**src/rtl/io_pkg.sv**
```systemverilog
// Shared I/O address map for the memory-mapped input and output port blocks.
// Both blocks decode the word index taken from addr[7:2].
package io_pkg;

    localparam int IO_DATA_W    = 32;
    localparam int IO_NUM_IN    = 3;
    localparam int IO_DBC_CNT_W = 16;

    localparam logic [5:0] IO_OUT0_IDX = 6'b100000;
    localparam logic [5:0] IO_OUT1_IDX = 6'b100001;
    localparam logic [5:0] IO_OUT2_IDX = 6'b100010;

    localparam logic [5:0] IO_IN0_IDX  = 6'b110000;
    localparam logic [5:0] IO_IN1_IDX  = 6'b110001;
    localparam logic [5:0] IO_IN2_IDX  = 6'b110010;
    localparam logic [5:0] IO_STAT_IDX = 6'b110011;

    typedef enum logic [2:0] {
        RD_NONE,
        RD_PORT0,
        RD_PORT1,
        RD_PORT2,
        RD_STAT
    } rd_sel_e;

    function automatic rd_sel_e decode_rd(input logic [5:0] idx);
        rd_sel_e sel;
        case (idx)
            IO_IN0_IDX:  sel = RD_PORT0;
            IO_IN1_IDX:  sel = RD_PORT1;
            IO_IN2_IDX:  sel = RD_PORT2;
            IO_STAT_IDX: sel = RD_STAT;
            default:     sel = RD_NONE;
        endcase
        return sel;
    endfunction

endpackage

```
**src/rtl/io_debounce.sv**
```systemverilog
// Per-port two-flop synchroniser plus whole-word debouncer with a one-cycle accept pulse.
// IO_INPUT_DEBOUNCE_EN selects the debounce filter; otherwise the synchronised value is taken directly.
module io_debounce
    import io_pkg::*;
#(
    parameter int WIDTH           = 32,
    parameter int DEBOUNCE_CYCLES = 16
) (
    input  logic             clk_i,
    input  logic             reset_i,
    input  logic [WIDTH-1:0] in_i,
    output logic [WIDTH-1:0] value_o,
    output logic             accept_o
);

    if (DEBOUNCE_CYCLES < 2 || DEBOUNCE_CYCLES > 65535) begin : g_bad_cfg
        $error("io_debounce: DEBOUNCE_CYCLES must be within 2..65535");
    end

    logic [WIDTH-1:0] sync1_q, sync2_q;
    logic [WIDTH-1:0] stable_q, stable_d;

    // NOTE: sequential state uses non-blocking assignments so every flop samples pre-edge values.
    always_ff @(posedge clk_i) begin
        if (reset_i) begin
            sync1_q <= '0;
            sync2_q <= '0;
        end else begin
            sync1_q <= in_i;
            sync2_q <= sync1_q;
        end
    end

`ifdef IO_INPUT_DEBOUNCE_EN
    localparam logic [IO_DBC_CNT_W-1:0] CNT_LAST = IO_DBC_CNT_W'(DEBOUNCE_CYCLES - 1);

    logic [WIDTH-1:0]        cand_q, cand_d;
    logic [IO_DBC_CNT_W-1:0] cnt_q, cnt_d;
    logic                    accept;

    // NOTE: every always_comb output gets a default first, so no path can infer a latch.
    always_comb begin
        cand_d   = cand_q;
        cnt_d    = cnt_q;
        stable_d = stable_q;
        accept   = 1'b0;
        if (sync2_q != cand_q) begin
            cand_d = sync2_q;
            cnt_d  = '0;
        end else if (cnt_q == CNT_LAST) begin
            // Counter saturates here; a new stable value is accepted only once.
            if (stable_q != cand_q) begin
                stable_d = cand_q;
                accept   = 1'b1;
            end
        end else begin
            cnt_d = cnt_q + 1'b1;
        end
    end

    always_ff @(posedge clk_i) begin
        if (reset_i) begin
            cand_q   <= '0;
            cnt_q    <= '0;
            stable_q <= '0;
        end else begin
            cand_q   <= cand_d;
            cnt_q    <= cnt_d;
            stable_q <= stable_d;
        end
    end

    assign accept_o = accept;
`else
    assign stable_d = sync2_q;
    assign accept_o = (sync2_q != stable_q);

    always_ff @(posedge clk_i) begin
        if (reset_i) stable_q <= '0;
        else         stable_q <= stable_d;
    end
`endif

    // Value the port holds after this edge, so a read on the accepting edge sees the new word.
    assign value_o = stable_d;

endmodule

```
**src/rtl/io_input.sv**
```systemverilog
// Memory-mapped input-port reader: three debounced ports, sticky change flags and a registered read path.
// Define IO_INPUT_DEBOUNCE_EN to enable the debounce filter in each port.
module io_input
    import io_pkg::*;
#(
    parameter int DEBOUNCE_CYCLES = 16
) (
    input  logic        io_clk,
    input  logic        reset,
    input  logic [31:0] addr,
    input  logic        read_io_enable,
    input  logic [31:0] in_port0,
    input  logic [31:0] in_port1,
    input  logic [31:0] in_port2,
    output logic [31:0] dataout,
    output logic        data_valid,
    output logic [2:0]  changed
);

    logic [IO_DATA_W-1:0] port_in  [IO_NUM_IN];
    logic [IO_DATA_W-1:0] port_val [IO_NUM_IN];
    logic [IO_NUM_IN-1:0] accept;

    assign port_in[0] = in_port0;
    assign port_in[1] = in_port1;
    assign port_in[2] = in_port2;

    for (genvar i = 0; i < IO_NUM_IN; i++) begin : g_port
        io_debounce #(
            .WIDTH           (IO_DATA_W),
            .DEBOUNCE_CYCLES (DEBOUNCE_CYCLES)
        ) u_debounce (
            .clk_i    (io_clk),
            .reset_i  (reset),
            .in_i     (port_in[i]),
            .value_o  (port_val[i]),
            .accept_o (accept[i])
        );
    end

    logic unused_addr;
    assign unused_addr = ^{addr[31:8], addr[1:0]};

    rd_sel_e              rd_sel;
    logic [IO_DATA_W-1:0] rdata;
    logic [IO_NUM_IN-1:0] changed_q, changed_d;
    logic [IO_DATA_W-1:0] dataout_q;
    logic                 data_valid_q;

    always_comb begin
        rd_sel = decode_rd(addr[7:2]);
        rdata  = '0;
        case (rd_sel)
            RD_PORT0: rdata = port_val[0];
            RD_PORT1: rdata = port_val[1];
            RD_PORT2: rdata = port_val[2];
            RD_STAT:  rdata = {{(IO_DATA_W-IO_NUM_IN){1'b0}}, changed_q};
            default:  rdata = '0;
        endcase
        // A status read clears the flags, but an acceptance on the same edge re-sets its bit.
        changed_d = changed_q;
        if (read_io_enable && rd_sel == RD_STAT) changed_d = '0;
        changed_d = changed_d | accept;
    end

    always_ff @(posedge io_clk) begin
        if (reset) begin
            changed_q    <= '0;
            dataout_q    <= '0;
            data_valid_q <= 1'b0;
        end else begin
            changed_q    <= changed_d;
            data_valid_q <= read_io_enable;
            if (read_io_enable) dataout_q <= rdata;
        end
    end

    assign dataout    = dataout_q;
    assign data_valid = data_valid_q;
    assign changed    = changed_q;

endmodule

```
**config.mk**
```make
export PLATFORM = sky130hd
export DESIGN_NAME = io_input
export DESIGN_NICKNAME = d
export VERILOG_FILES = /design/src/rtl/io_pkg.sv /design/src/rtl/io_debounce.sv /design/src/rtl/io_input.sv
export SDC_FILE = /design/constraint.sdc
export NUM_CORES = 1
export LEC_CHECK = 0
export ABC_AREA = 1
export CAP_MARGIN = 20
export CELL_PAD_IN_SITES_DETAIL_PLACEMENT = 0
export CELL_PAD_IN_SITES_GLOBAL_PLACEMENT = 1
export CORE_MARGIN = 2
export CORE_UTILIZATION = 25
export CTS_BUF_LIST = sky130_fd_sc_hd__clkbuf_4 sky130_fd_sc_hd__clkbuf_8 sky130_fd_sc_hd__clkbuf_16
export DETAILED_ROUTE_END_ITERATION = 7
export PLACE_DENSITY_LB_ADDON = 0.1
export SYNTH_ARGS = -nofsm -noshare
export SYNTH_HDL_FRONTEND = slang
export SYNTH_HIERARCHICAL = 1
export SYNTH_SLANG_ARGS = --single-unit
```
**constraint.sdc**
```tcl
create_clock -name io_clk -period 1.5 [get_ports io_clk]
set_input_delay 0.3 -clock io_clk [delete_from_list [all_inputs] [get_ports io_clk]]
set_output_delay 0.3 -clock io_clk [all_outputs]
set_load 0.03 [all_outputs]
```
==> summary.md, run 1 <==
| Metric | Value |
|---|---|
| Outcome | completed |
| Post-DP HPWL | 23500 um |
| Max clock buf depth | 3 |
| Final setup fails | 0 |
| IO buf count | 140 |
| First-pass GRT wire length | 49600 um |
| Final nets | 1808 |
| Synthesized Nets | 1603 |
| Highest clock rate | 0.687 GHz |
| Inserted Clock Buffers | 39 |
| Row cnt | 79 |
| Vias in the first global route | 8828 |
| Initial drt markers | 412 |
| Largest net degree at the start of global routing | 71 |
| Post-Layout Inst Area | 15700 um^2 |
| Syn Area/Cell | 8.06 um^2 |
| I/O pins | 167 |
| TritonCTS clock tree | yes |
| H-tree levels | 2 |
| Antenna violations before repair | 1 |
| Kind of critical path | reg -> out |
| Final core occ | 0.335 |
| CP max FO | 2 |
| Post-route setup TNS | 0 ns |
| Part of the Yosys area used for sequential elements | 0.546 |
| Pre-antenna DRT Iters | 4 |
| Post-synth top cells | 324 x dfxtp_1, 320 x inv_1, 302 x nor2_1 |
| Clock transition at path regs | 0.06 ns |
| Crit path time final | 1.46 ns |
| Clk sink count | 324 |
| WP buf/inv | 1 |
| Hold Vio Cnt, Final | 0 |
| Critical Path Sink Type | output port |
| Final worst-path cycle share | 0.970 |
| Critical path required time | 1.20 ns |
| CP max stage delay | 0.38 ns |
| Count leader, synth | dfxtp_1 |
| Worst Path Arrival | 1.16 ns |
| Final Max Tran Viols | 0 |
| R2R Setup Slk | 0.18 ns |
| Core Footprint | 46800 um^2 |
| VDD IR-drop max | 0.668 mV |
| Layout Cells excl Fill | 2309 |
| Crit path cell chain | buf_2 |
| Top post-synthesis cells by area | dfxtp_1 55%, inv_1 10%, nor2_1 9.5% |
| Worst clock skew | 0.0135 ns |
| Post-synth EDFFs | 0 |
| Placed Cells | 2243 |
| Synth top area share | 0.546 |
| Netlist cell types | 19 |
| Die width | 222 um |
| N_diodes | 0 |
| RSZ-0062 raised after global routing | no |
| Full die area | 49200 um^2 |
| RePlAce Congestion | 0.746 |
| Async set-reset flop share out of synthesis | 0 |
| Yosys warns | 6 |
| Die Span Y | 222 um |
| GRT Overall Usage | 0.131 |
| Synth Instances | 1472 |
| Cell family with the largest share of critical-path delay | flip-flops |
| Max Cap Violations | 0 |
| Placed Instance Area | 14500 um^2 |
| Worst slew pin tran | 0.433 ns |
| Startpoint types | register |
| Max_slew headroom | 0.711 |
| Hold crit path type | in -> reg |
| DR DRC count | 0 |
| Synthesized cell area | 11900 um^2 |
| Filler Cells Inserted | 5033 |
| Initial Util | 0.254 |
| Routed Antenna Nets | 0 |
| Top_reg_cell synth | dfxtp_1 |
| Total gr overflow | 0 |
| Clk_lat worst skew | 0.54 ns |
| CTS Hold Buffers Added | 0 |
| Combined area of the multi-input logic cells | 3740 um^2 |
| Clk root buf | clkbuf_16 |
| Routed WL | 31600 um |
| CP max-delay cell | dfxtp_1 |
| Register Area | 6490 um^2 |
| Vias | 8763 |
| Seq cells post-synth | 324 |
| DR WL/cell | 13.7 um |
| Area growth from synthesis to layout | 31.8% |
| P per Cell Area | 1270 nW/um^2 |
| Leak | 0.00695 uW |
| Vias per Instance | 3.80 |
| Synth area leader | dfxtp_1 |
| Share of cells above drive strength 1 | 0.140 |
worst paths after layout:
path                                                               endpoint                                       start  cells past startpoint
worst max-delay path                                             dataout[8]                     dataout[8]$_SDFFE_PP0P_                      1
worst min-delay path            g_port[2].u_debounce/sync1_q[14]$_SDFF_PP0_                                       reset                      2
worst max register to register                        changed[0]$_SDFF_PP0_  g_port[0].u_debounce/value_o[4]$_SDFF_PP0_                      8
worst min register to register   g_port[1].u_debounce/value_o[9]$_SDFF_PP0_  g_port[1].u_debounce/sync1_q[9]$_SDFF_PP0_                      2
power by group:
part	switching [uW]	total (uW)	internal (uW)
Combinational	746	1470	727
Clock	3640	9330	5690
Sequential	197	9130	8930
Total	4590	19900	15300
per-layer routing:
metal  track usage  share of wire  vias to the layer above
met3        0.0277          0.043                       47
met2         0.203           0.43                      132
li1              -              -                     4652
met1         0.180           0.50                     3930
met5             0        0.00022                        -
met4        0.0451          0.024                        2
cell type report:
type / count / share of cell area
flip-flops and latches: 324 / 0.415
multi-input cells: 764 / 0.239
repair buffers: 226 / 0.139
inverters: 322 / 0.0772
clock buffers: 53 / 0.0733
well taps: 607 / 0.0485
clock inverters: 13 / 0.00799
kinds of logic after synthesis:
logic type | count (synthesis) | synth area share
and+or+nand+nor | 651 | 0.241
buffers and inverters | 384 | 0.140
DFF | 324 | 0.546
xor gates and xnor gates | 78 | 0.0575
AOI/OAI and AO/OA | 35 | 0.0157
registers in the layout (all words and copies together) (netlist names):
name and flops:
g_port.u_debounce/stable_q 96, changed 3, g_port.u_debounce/sync1_q 96, dataout 32, g_port.u_debounce/value_o 96, data_valid 1
through the flow:
| stage | hold WS [ns] | setup WS, ns | power [uW] |
|---|---|---|---|
| floorplan | 0.388 | 0.329 | 10100 |
| global placement | 0.396 | -0.439 | 10800 |
| detailed placement | 0.397 | -0.428 | 10800 |
| CTS | 0.0480 | 0.00508 | 20300 |
| global route | 0.0576 | 0.00259 | 20800 |
| finish | 0.0713 | 0.0443 | 19900 |
cell usage in the layout (no fill, tap or decap):
cell and n:
a21oi_1 31, a21oi_2 4, buf_12 22, buf_2 26, buf_4 73, buf_8 1, bufinv_16 2, clkbuf_16 41
clkbuf_4 7, clkbuf_8 5, clkdlybuf4s15_2 1, clkdlybuf4s50_1 103, clkinv_2 8, clkinvlp_4 1, dfxtp_1 317, dfxtp_2 7
inv_1 320, inv_2 2, inv_6 2, nand2_1 190, nand3_1 121, nand3_2 1, nand4_1 3, nor2_1 302
nor2_2 1, nor2_4 33, xnor2_1 77, xnor2_2 1
repair_timing:
item                                    4_1_cts  5_1_grt
endpoints found under the setup margin       36        2
gates cloned                                  0        0
pin swaps                                     0        0
buffers inserted                              0        0
gates resized for setup                     167        5
Note: power is estimated with default switching activity, not from simulation.
==> run 2, diff against run 1 <==
Settings changed: CAP_MARGIN 20 to default.
==> results of run 2 <==
The final DEF is identical to that of run 1; final timing and power are the same.
==> run 3, diff against run 2 <==
Clock period 1.5 ns to 1.65 ns, I/O delays scaled along.
==> summary.md, run 3 (same netlist as run 1, synthesis figures left out) <==
| Metric | Value |
|---|---|
| Outcome | completed |
| Row cnt | 79 (unchanged) |
| Register Area | 6490 um^2 (-0.13%) |
| Largest net degree at the start of global routing | 85 (+20%) |
| Max Cap Violations | 0 (unchanged) |
| Final worst-path cycle share | 0.971 |
| CP max FO | 2 (unchanged) |
| Sw Ratio | 0.223 (-0.00732) |
| Initial drt markers | 305 (-26%) |
| Comb power frac | 0.066 (-0.008) |
| NetSw | 4180 uW (-8.9%) |
| Setup ws final | 0.0472 ns (+0.00299 ns) |
| Highest clock rate | 0.624 GHz |
| Layout Cells excl Fill | 2272 (-1.6%) |
| Core Footprint | 46800 um^2 (unchanged) |
| H-tree levels | 2 (unchanged) |
| Full die area | 49200 um^2 (unchanged) |
| Clk root buf | clkbuf_16 |
| Pwr Total | 18700 uW (-6.0%) |
| Final setup fails | 0 (unchanged) |
| Worst min-delay path endpoint | g_port[2].u_debounce/stable_q[12]$_SDFF_PP0_ |
| P per Cell Area | 1210 nW/um^2 (-5.0%) |
| Crit Reg-Reg Endpoint | changed[0]$_SDFF_PP0_ |
| R2R Setup Slk | 0.27 ns (+0.09 ns) |
| Clock network power share | 0.490 (+0.022) |
| Final Max Tran Viols | 0 (unchanged) |
| Vias per Instance | 3.77 (-0.63%) |
| Hold WS | 0.0862 ns (+0.0149 ns) |
| Combined area of the multi-input logic cells | 3730 um^2 (-0.30%) |
| Die width | 222 um (unchanged) |
| Worst slew pin tran | 0.404 ns (-0.0286 ns) |
| Kind of critical path | reg -> out |
| TritonCTS clock tree | yes |
| Max_slew headroom | 0.731 (+0.0200) |
| Critical Path Sink Type | output port |
| Leak | 0.00671 uW (-3.4%) |
| I/O pins | 167 (unchanged) |
| Clock transition at path regs | 0.05 ns (about the same) |
| DR DRC count | 0 (unchanged) |
| CP max stage delay | 0.41 ns (+0.03 ns) |
| Hold crit path type | in -> reg |
| Area growth from synthesis to layout | 30.6% |
| Initial Util | 0.254 (unchanged) |
| CP max-delay cell | dfxtp_1 |
| Startpoint types | register |
| Reg2reg path depth | 8 (unchanged) |
| Hold Vio Cnt, Final | 0 (unchanged) |
| Post-DP HPWL | 22800 um (-3.1%) |
| WP buf/inv | 1 (unchanged) |
| Final core occ | 0.332 (-0.00321) |
| Final nets | 1766 (-2.3%) |
| RR Startpoint | g_port[0].u_debounce/value_o[2]$_SDFF_PP0_ |
| Hold Startpoint | reset |
| Cell-internal power | 14600 uW (-5.1%) |
| Critical path required time | 1.32 ns (+0.12 ns) |
| Pre-CTS setup slack | -0.296 ns (+0.132 ns) |
| Placed Cells | 2199 (-2.0%) |
| GRT Overall Usage | 0.128 (-0.00260) |
| Crit path time final | 1.60 ns |
| Die Span Y | 222 um (unchanged) |
| Worst clock skew | 0.0185 ns (+0.00503 ns) |
| CTS Hold Buffers Added | 0 (unchanged) |
| WHS Path Cells | 2 (unchanged) |
| Clk_lat worst skew | 0.55 ns (about the same) |
| Routed Antenna Nets | 0 (unchanged) |
| Vias | 8568 (-2.2%) |
| Pre-antenna DRT Iters | 4 (unchanged) |
| RSZ-0062 raised after global routing | no |
| Crit path cell chain | clkdlybuf4s15_2 |
| RePlAce Congestion | 0.763 (+2.3%) |
| Routed WL | 30800 um (-2.4%) |
| Clk sink count | 324 (unchanged) |
| IO buf count | 140 (unchanged) |
| Cell family with the largest share of critical-path delay | flip-flops |
| VDD IR-drop max | 0.529 mV (-21%) |
| Most frequent cells in the layout | 324 x dfxtp_1, 320 x inv_1, 302 x nor2_1, 190 x nand2_1, 121 x nand3_1 |
| Share of cells above drive strength 1 | 0.111 (-0.0287) |
| Max clock buf depth | 3 (unchanged) |
| Antenna violations before repair | 1 (unchanged) |
| Inserted Clock Buffers | 41 (+5.1%) |
| Total gr overflow | 0 (unchanged) |
| Vias in the first global route | 8582 (-2.8%) |
| Worst Path Arrival | 1.27 ns (+0.11 ns) |
| DR WL/cell | 13.6 um (-0.83%) |
| First-pass GRT wire length | 48600 um (-2.0%) |
| Commonest non-fill, non-tap cell in the layout | dfxtp_1 |
| Filler Cells Inserted | 5007 (-0.52%) |
| Register share of total power | 0.444 (-0.014) |
run 3: changes by cell type in the layout (fill, tap and decap cells not counted), sizes merged:
| cell | change |
|---|---|
| clkinv | -4 |
| diode | +1 |
| buf | -73 |
| bufinv | +1 |
| inv | -1 |
| clkdlybuf4s15 | +26 |
| clkbuf | +12 |
| dlygate4sd2 | +1 |
run 3: final cells by class:
type / count / area share
Clock inverter: 9 / 0.00839
Inverter: 322 / 0.0780
Multi-Input combinational cell: 764 / 0.241
Antenna cell: 1 / 0.000161
Timing Repair Buffer: 182 / 0.122
Tap cell: 607 / 0.0490
Sequential cell: 324 / 0.418
Clock buffer: 63 / 0.0835
run 3: power by group through the flow:
stage	combinational (uW)	clock (uW)	sequential [uW]
after global placement	1270	0	8500
after CTS	1280	9560	8320
after floorplan	741	0	8420
after global routing	1400	9880	8350
final	1240	9200	8320
after detailed placement	1270	0	8490
run 3: routing by layer:
metal,wire length (um),up-vias,GRT usage,part of all wire
met5,0,-,0,0
met4,727,0,0.0458,0.024
met3,1510,46,0.0317,0.049
met2,13400,155,0.200,0.43
met1,15200,3795,0.173,0.49
li1,-,4572,-,-
run 3: how the worst max path moves through the flow:
stage                                   from                       end  slack [ns]  depth (start not counted)
global route        dataout[18]$_SDFFE_PP0P_               dataout[18]      0.0005                          1
global placement                     addr[6]  dataout[21]$_SDFFE_PP0P_       -0.27                          8
CTS                 dataout[28]$_SDFFE_PP0P_               dataout[28]       0.001                          1
detailed placement                   addr[6]  dataout[21]$_SDFFE_PP0P_       -0.30                          8
finish              dataout[20]$_SDFFE_PP0P_               dataout[20]        0.05                          1
floorplan                            addr[6]   dataout[1]$_SDFFE_PP0P_        0.45                          9
run 3: through the flow:
| stage | setup TNS, ns | cell area [um^2] |
|---|---|---|
| after floorplan | 0 | 11900 |
| after global placement | -6.92 | 14100 |
| after detailed placement | -8.33 | 14100 |
| after CTS | 0 | 15500 |
| after global routing | 0 | 15500 |
| final | 0 | 15500 |
run 3: worst register-to-register path: cells and delay by family, from the launching register on:
family	cells	cell delay (ns)
and+or+nand+nor	6	0.61
DFF	1	0.41
xor gates and xnor gates	1	0.14
AOI/OAI and AO/OA	1	0.11
run 3: timing repair:
action | CTS | global route
resized for setup | 92 | 6
setup endpoints to repair | 33 | 5
setup buffers | 0 | 0
hold endpoints to repair | 0 | 0
